[config.mk]
export PLATFORM = sky130hd
export DESIGN_NAME = mem_stage_ctrl
export DESIGN_NICKNAME = d
export VERILOG_FILES = /design/src/rtl/mem_stage_ctrl.sv
export SDC_FILE = /design/constraint.sdc
export NUM_CORES = 1
export LEC_CHECK = 0
export ABC_CLOCK_PERIOD_IN_PS = 2100
export BUFFER_PORTS_ARGS = -buffer_cell sky130_fd_sc_hd__buf_4
export CAP_MARGIN = 20
export CORE_MARGIN = 2
export CORE_UTILIZATION = 30
export CTS_CLUSTER_DIAMETER = 30
export CTS_CLUSTER_SIZE = 28
export DETAILED_ROUTE_END_ITERATION = 10
export PLACE_DENSITY = 0.53
export SLEW_MARGIN = 20
export SYNTH_ARGS = -nofsm -noshare
export SYNTH_HDL_FRONTEND = slang
export SYNTH_SLANG_ARGS = --single-unit
[constraint.sdc]
create_clock -name clk -period 2.1 [get_ports clk]
set_input_delay 0.315 -clock clk [delete_from_list [all_inputs] [get_ports clk]]
set_output_delay 0.315 -clock clk [all_outputs]
set_load 0.02 [all_outputs]
[src/rtl/mem_stage_ctrl.sv]
// Memory-stage access controller: one data-memory word transaction per load/store,
// with pipeline stall, load-data capture, timeout abort and misalignment rejection.
module mem_stage_ctrl #(
    parameter int unsigned TIMEOUT = 16,
    parameter int unsigned CNT_W   = 5
) (
    input  logic        clk,
    input  logic        rst_n,
    input  logic        reg_wr_in,
    input  logic        mem_wr_in,
    input  logic [1:0]  res_src_in,
    input  logic [31:0] alu_res_in,
    input  logic [31:0] wd_in,
    output logic        mem_req,
    output logic        mem_we,
    output logic [31:0] mem_addr,
    output logic [31:0] mem_wdata,
    input  logic        mem_ready,
    input  logic [31:0] mem_rdata,
    output logic        stall,
    output logic [31:0] read_data,
    output logic        bus_err,
    output logic        misalign
);

    localparam logic [1:0]       RES_SRC_LOAD = 2'b01;
    localparam logic [CNT_W-1:0] CNT_LAST     = CNT_W'(TIMEOUT - 1);

    typedef enum logic [1:0] {
        IDLE = 2'd0,
        REQ  = 2'd1,
        DONE = 2'd2
    } state_t;

    state_t           state;
    logic [CNT_W-1:0] cnt;

    logic is_store;
    logic is_load;
    logic pending;
    logic aligned;
    logic unused_reg_wr;

    // The register-write flag travels with the wall but plays no part in the access.
    assign unused_reg_wr = reg_wr_in;

    assign is_store = mem_wr_in;
    assign is_load  = (res_src_in == RES_SRC_LOAD);
    assign pending  = is_store | is_load;
    assign aligned  = (alu_res_in[1:0] == 2'b00);

    // Stall must assert in the detect cycle itself, so it is decoded from state and the wall.
    assign stall = rst_n & ((state == REQ) | ((state == IDLE) & pending & aligned));

    always_ff @(posedge clk or negedge rst_n) begin
        if (!rst_n) begin
            state     <= IDLE;
            cnt       <= '0;
            mem_req   <= 1'b0;
            mem_we    <= 1'b0;
            mem_addr  <= '0;
            mem_wdata <= '0;
            read_data <= '0;
            bus_err   <= 1'b0;
            misalign  <= 1'b0;
        end else begin
            bus_err  <= 1'b0;
            misalign <= 1'b0;
            case (state)
                IDLE: begin
                    if (pending) begin
                        if (aligned) begin
                            mem_req   <= 1'b1;
                            mem_we    <= is_store;
                            mem_addr  <= alu_res_in;
                            mem_wdata <= wd_in;
                            cnt       <= '0;
                            state     <= REQ;
                        end else begin
                            misalign <= 1'b1;
                        end
                    end
                end
                REQ: begin
                    if (mem_ready) begin
                        if (!mem_we) begin
                            read_data <= mem_rdata;
                        end
                        mem_req <= 1'b0;
                        state   <= DONE;
                    end else if (cnt == CNT_LAST) begin
                        // Abort: a timed-out load returns zero; stores leave read_data alone.
                        if (!mem_we) begin
                            read_data <= '0;
                        end
                        mem_req <= 1'b0;
                        bus_err <= 1'b1;
                        state   <= DONE;
                    end else begin
                        cnt <= cnt + CNT_W'(1);
                    end
                end
                DONE: begin
                    state <= IDLE;
                end
                default: begin
                    mem_req <= 1'b0;
                    state   <= IDLE;
                end
            endcase
        end
    end

endmodule

==> results.sh <==
export IMPL_async_flop_share=1.00
export IMPL_clk_pin_slew_worst_paths_ns=0.07
export IMPL_status="complete, no violations"
export IMPL_period_needed_ns=2.01
export IMPL_grt_pass1_wl_um=15500
export IMPL_first_pass_iters=4
export IMPL_maxCapViolCount=0
export IMPL_reg2reg_depth=6
export IMPL_wirelength_um=10000
export IMPL_pin_count=204
export IMPL_setup_viol=0
export IMPL_nets=634
export IMPL_r2r_end="cnt[3]"
export IMPL_fin_skew_ns=0.00954
export IMPL_clock_sinks=107
export IMPL_tritoncts="yes"
export IMPL_overflow=0
export IMPL_fin_util=0.455
export IMPL_required_ns=1.78
export IMPL_netlist_top_cells_count="107 x dfrtp_1, 67 x nand2_1, 60 x mux2_1"
export IMPL_start_util=0.304
export IMPL_yosysUniqueCellTypes=30
export IMPL_tightest_slew_ns=0.589
export IMPL_ir_drop_mv=0.443
export IMPL_hp_class="input pin to async pin"
export IMPL_crit_chain="nor4_4 -> o21ai_4 -> a21boi_0 -> buf_4"
export IMPL_r2r_start="cnt[0]"
export IMPL_row_count=43
export IMPL_routabilityCongestion=0.722
export IMPL_arrival_ns=1.69
export IMPL_insertion_delay_ns=0.34
export IMPL_syn_area_per_cell_um2=12.9
export IMPL_ys_seq_area_frac=0.640
export IMPL_htreeDepth=3
export IMPL_crit_slowest_cell="dfrtp_1"
export IMPL_crit_path_end_kind="primary output"
export IMPL_slew_headroom=0.607
export IMPL_detail_route_wl_per_cell_um=14.1
export IMPL_route_detailed_drc=0
export IMPL_yosysMostFrequentCell="dfrtp_1"
export IMPL_cellLeakagePower_nw=3.19
export IMPL_r2r_slack_ns=0.15
export IMPL_ys_ff_latch=107
export IMPL_grt_use_total=0.134
export IMPL_drtIter0Drc=121
export IMPL_grt_max_degree=108
export IMPL_fin_crit_sh=0.955
export IMPL_criticalPathCategory="register to primary output"
export IMPL_fmaxAchievable_ghz=0.499
export IMPL_die_area_mm2=0.0149
export IMPL_finalHoldViolations=0
export IMPL_synth_top_cells_by_area="dfrtp_1 64%, mux2_1 16%, nand2_1 6.0%"
export IMPL_finalMaxSlewViolations=0
export IMPL_die_w_um=122
export IMPL_core_region_area_mm2=0.0138
export IMPL_n_antenna_cell=0
export IMPL_die_y_um=122
export IMPL_syn_nets=429
export IMPL_via_count=3145
export IMPL_clk_path_buf_depth=2
export IMPL_ys_dominant_reg_cell="dfrtp_1"
export IMPL_drive_gt1_frac=0.446
export IMPL_slowest_delay_ns=0.46
export IMPL_rsz0062_at_grt="false"
export IMPL_yosysWarnings=0
export IMPL_dp_hpwl_um=7140
export IMPL_yosysTopAreaCellShare=0.640
export IMPL_critPathLaunchType="register"
export IMPL_grt_pass1_vias=3157
export IMPL_viasPerCell=4.40
export IMPL_antenna_left=0
export IMPL_cts_root_buf="clkbuf_16"
export IMPL_crit_fanout=6
export IMPL_synth_largest_area_cell="dfrtp_1"
export IMPL_tns_ns=0
export IMPL_synthToLayoutAreaGrowth_pct=49.8
export IMPL_antenna_found_initial=0
export IMPL_io_buffers=202
export IMPL_syn_inst=324
export IMPL_synth_edf_count=0
export IMPL_numCtsBuffers=9
export IMPL_p_per_area_mw_per_mm2=1150
export IMPL_syn_cell_area_mm2=0.00418
## repair_timing
item / CTS / global route
hold buffers: 0 / 0
setup buffers: 0 / 3
gates resized for setup: 0 / 2
setup endpoints to repair: 0 / 26
## through the flow
stage	power [W]	area, µm²	cells	setup WS, ns	hold slack (ns)
global placement	0.00543	5910	695	0.101	0.452
finish	0.00720	6270	714	0.0949	0.0428
CTS	0.00732	6240	711	0.000262	0.0945
global route	0.00763	6270	714	0.00789	0.0788
floorplan	0.00419	4180	324	0.154	0.0194
detailed placement	0.00548	5910	695	0.0507	0.457
## state kept, by name (all words and copies together), names as in the netlist
name,flops
mem_addr,32
mem_we,1
mem_wdata,32
mem_req,1
bus_err,1
state,2
cnt,5
read_data,32
misalign,1
## layer usage
metal | share of wire | global-route usage | vias to the layer above | wire length (µm)
met5 | 0 | 0 | - | 0
met4 | 0.016 | 0.0589 | 0 | 160
met3 | 0.094 | 0.0449 | 13 | 948
met2 | 0.46 | 0.207 | 125 | 4600
met1 | 0.43 | 0.170 | 1498 | 4340
li1 | - | - | 1509 | -
## power breakdown
group / internal [W] / switching (W) / total, W
clock: 0.00106 / 0.000735 / 0.00179
combinational: 0.00113 / 0.00131 / 0.00244
sequential: 0.00264 / 0.000326 / 0.00297
## logic make-up (layout without fill, tap and decap cells)
family,Yosys count,count (layout),synth area share
mux,63,63,0.169
fa+ha+maj,2,2,0.00598
buf+inv,21,231,0.0338
simple gates,121,121,0.134
flops,107,107,0.640
compound gates,10,10,0.0168
## cell type report
| class | count | area (µm²) |
|---|---|---|
| Fill cell | 1334 | 7510 |
| Sequential cell | 107 | 2680 |
| Timing Repair Buffer | 213 | 1650 |
| Multi-Input combinational cell | 196 | 1380 |
| Clock buffer | 13 | 280 |
| Tap cell | 180 | 225 |
| Clock inverter | 3 | 43.8 |
| Inverter | 2 | 7.51 |
## how the worst max path moves through the flow
stage | startpoint | to | slack (ns) | cells past startpoint
after floorplan | state[0] | stall | 0.15 | 4
after CTS | state[0] | stall | 0.0003 | 4
final | state[1] | stall | 0.09 | 4
after detailed placement | cnt[0] | cnt[3] | 0.05 | 6
after global routing | state[1] | stall | 0.008 | 4
after global placement | cnt[0] | cnt[3] | 0.10 | 6
## critical path: cells and delay by family (launching register included)
kind | cells | cell delay [ns]
buffers and inverters | 1 | 0.18
flip-flops | 1 | 0.46
AO/OA/AOI/OAI | 2 | 0.35
AND/OR/NAND/NOR | 1 | 0.36
## layout by cell type (no fill, tap or decap), drive strengths merged, types with 2 or more instances in the layout
master  count
dfrtp     107
mux2       62
clkbuf     13
nand3      37
clkinv      2
nor3        2
and2        2
ha          2
nand2b      2
buf       213
nor2        5
nand2      67
o21ai       5
inv         2
Power figures use the tool's default switching activity.
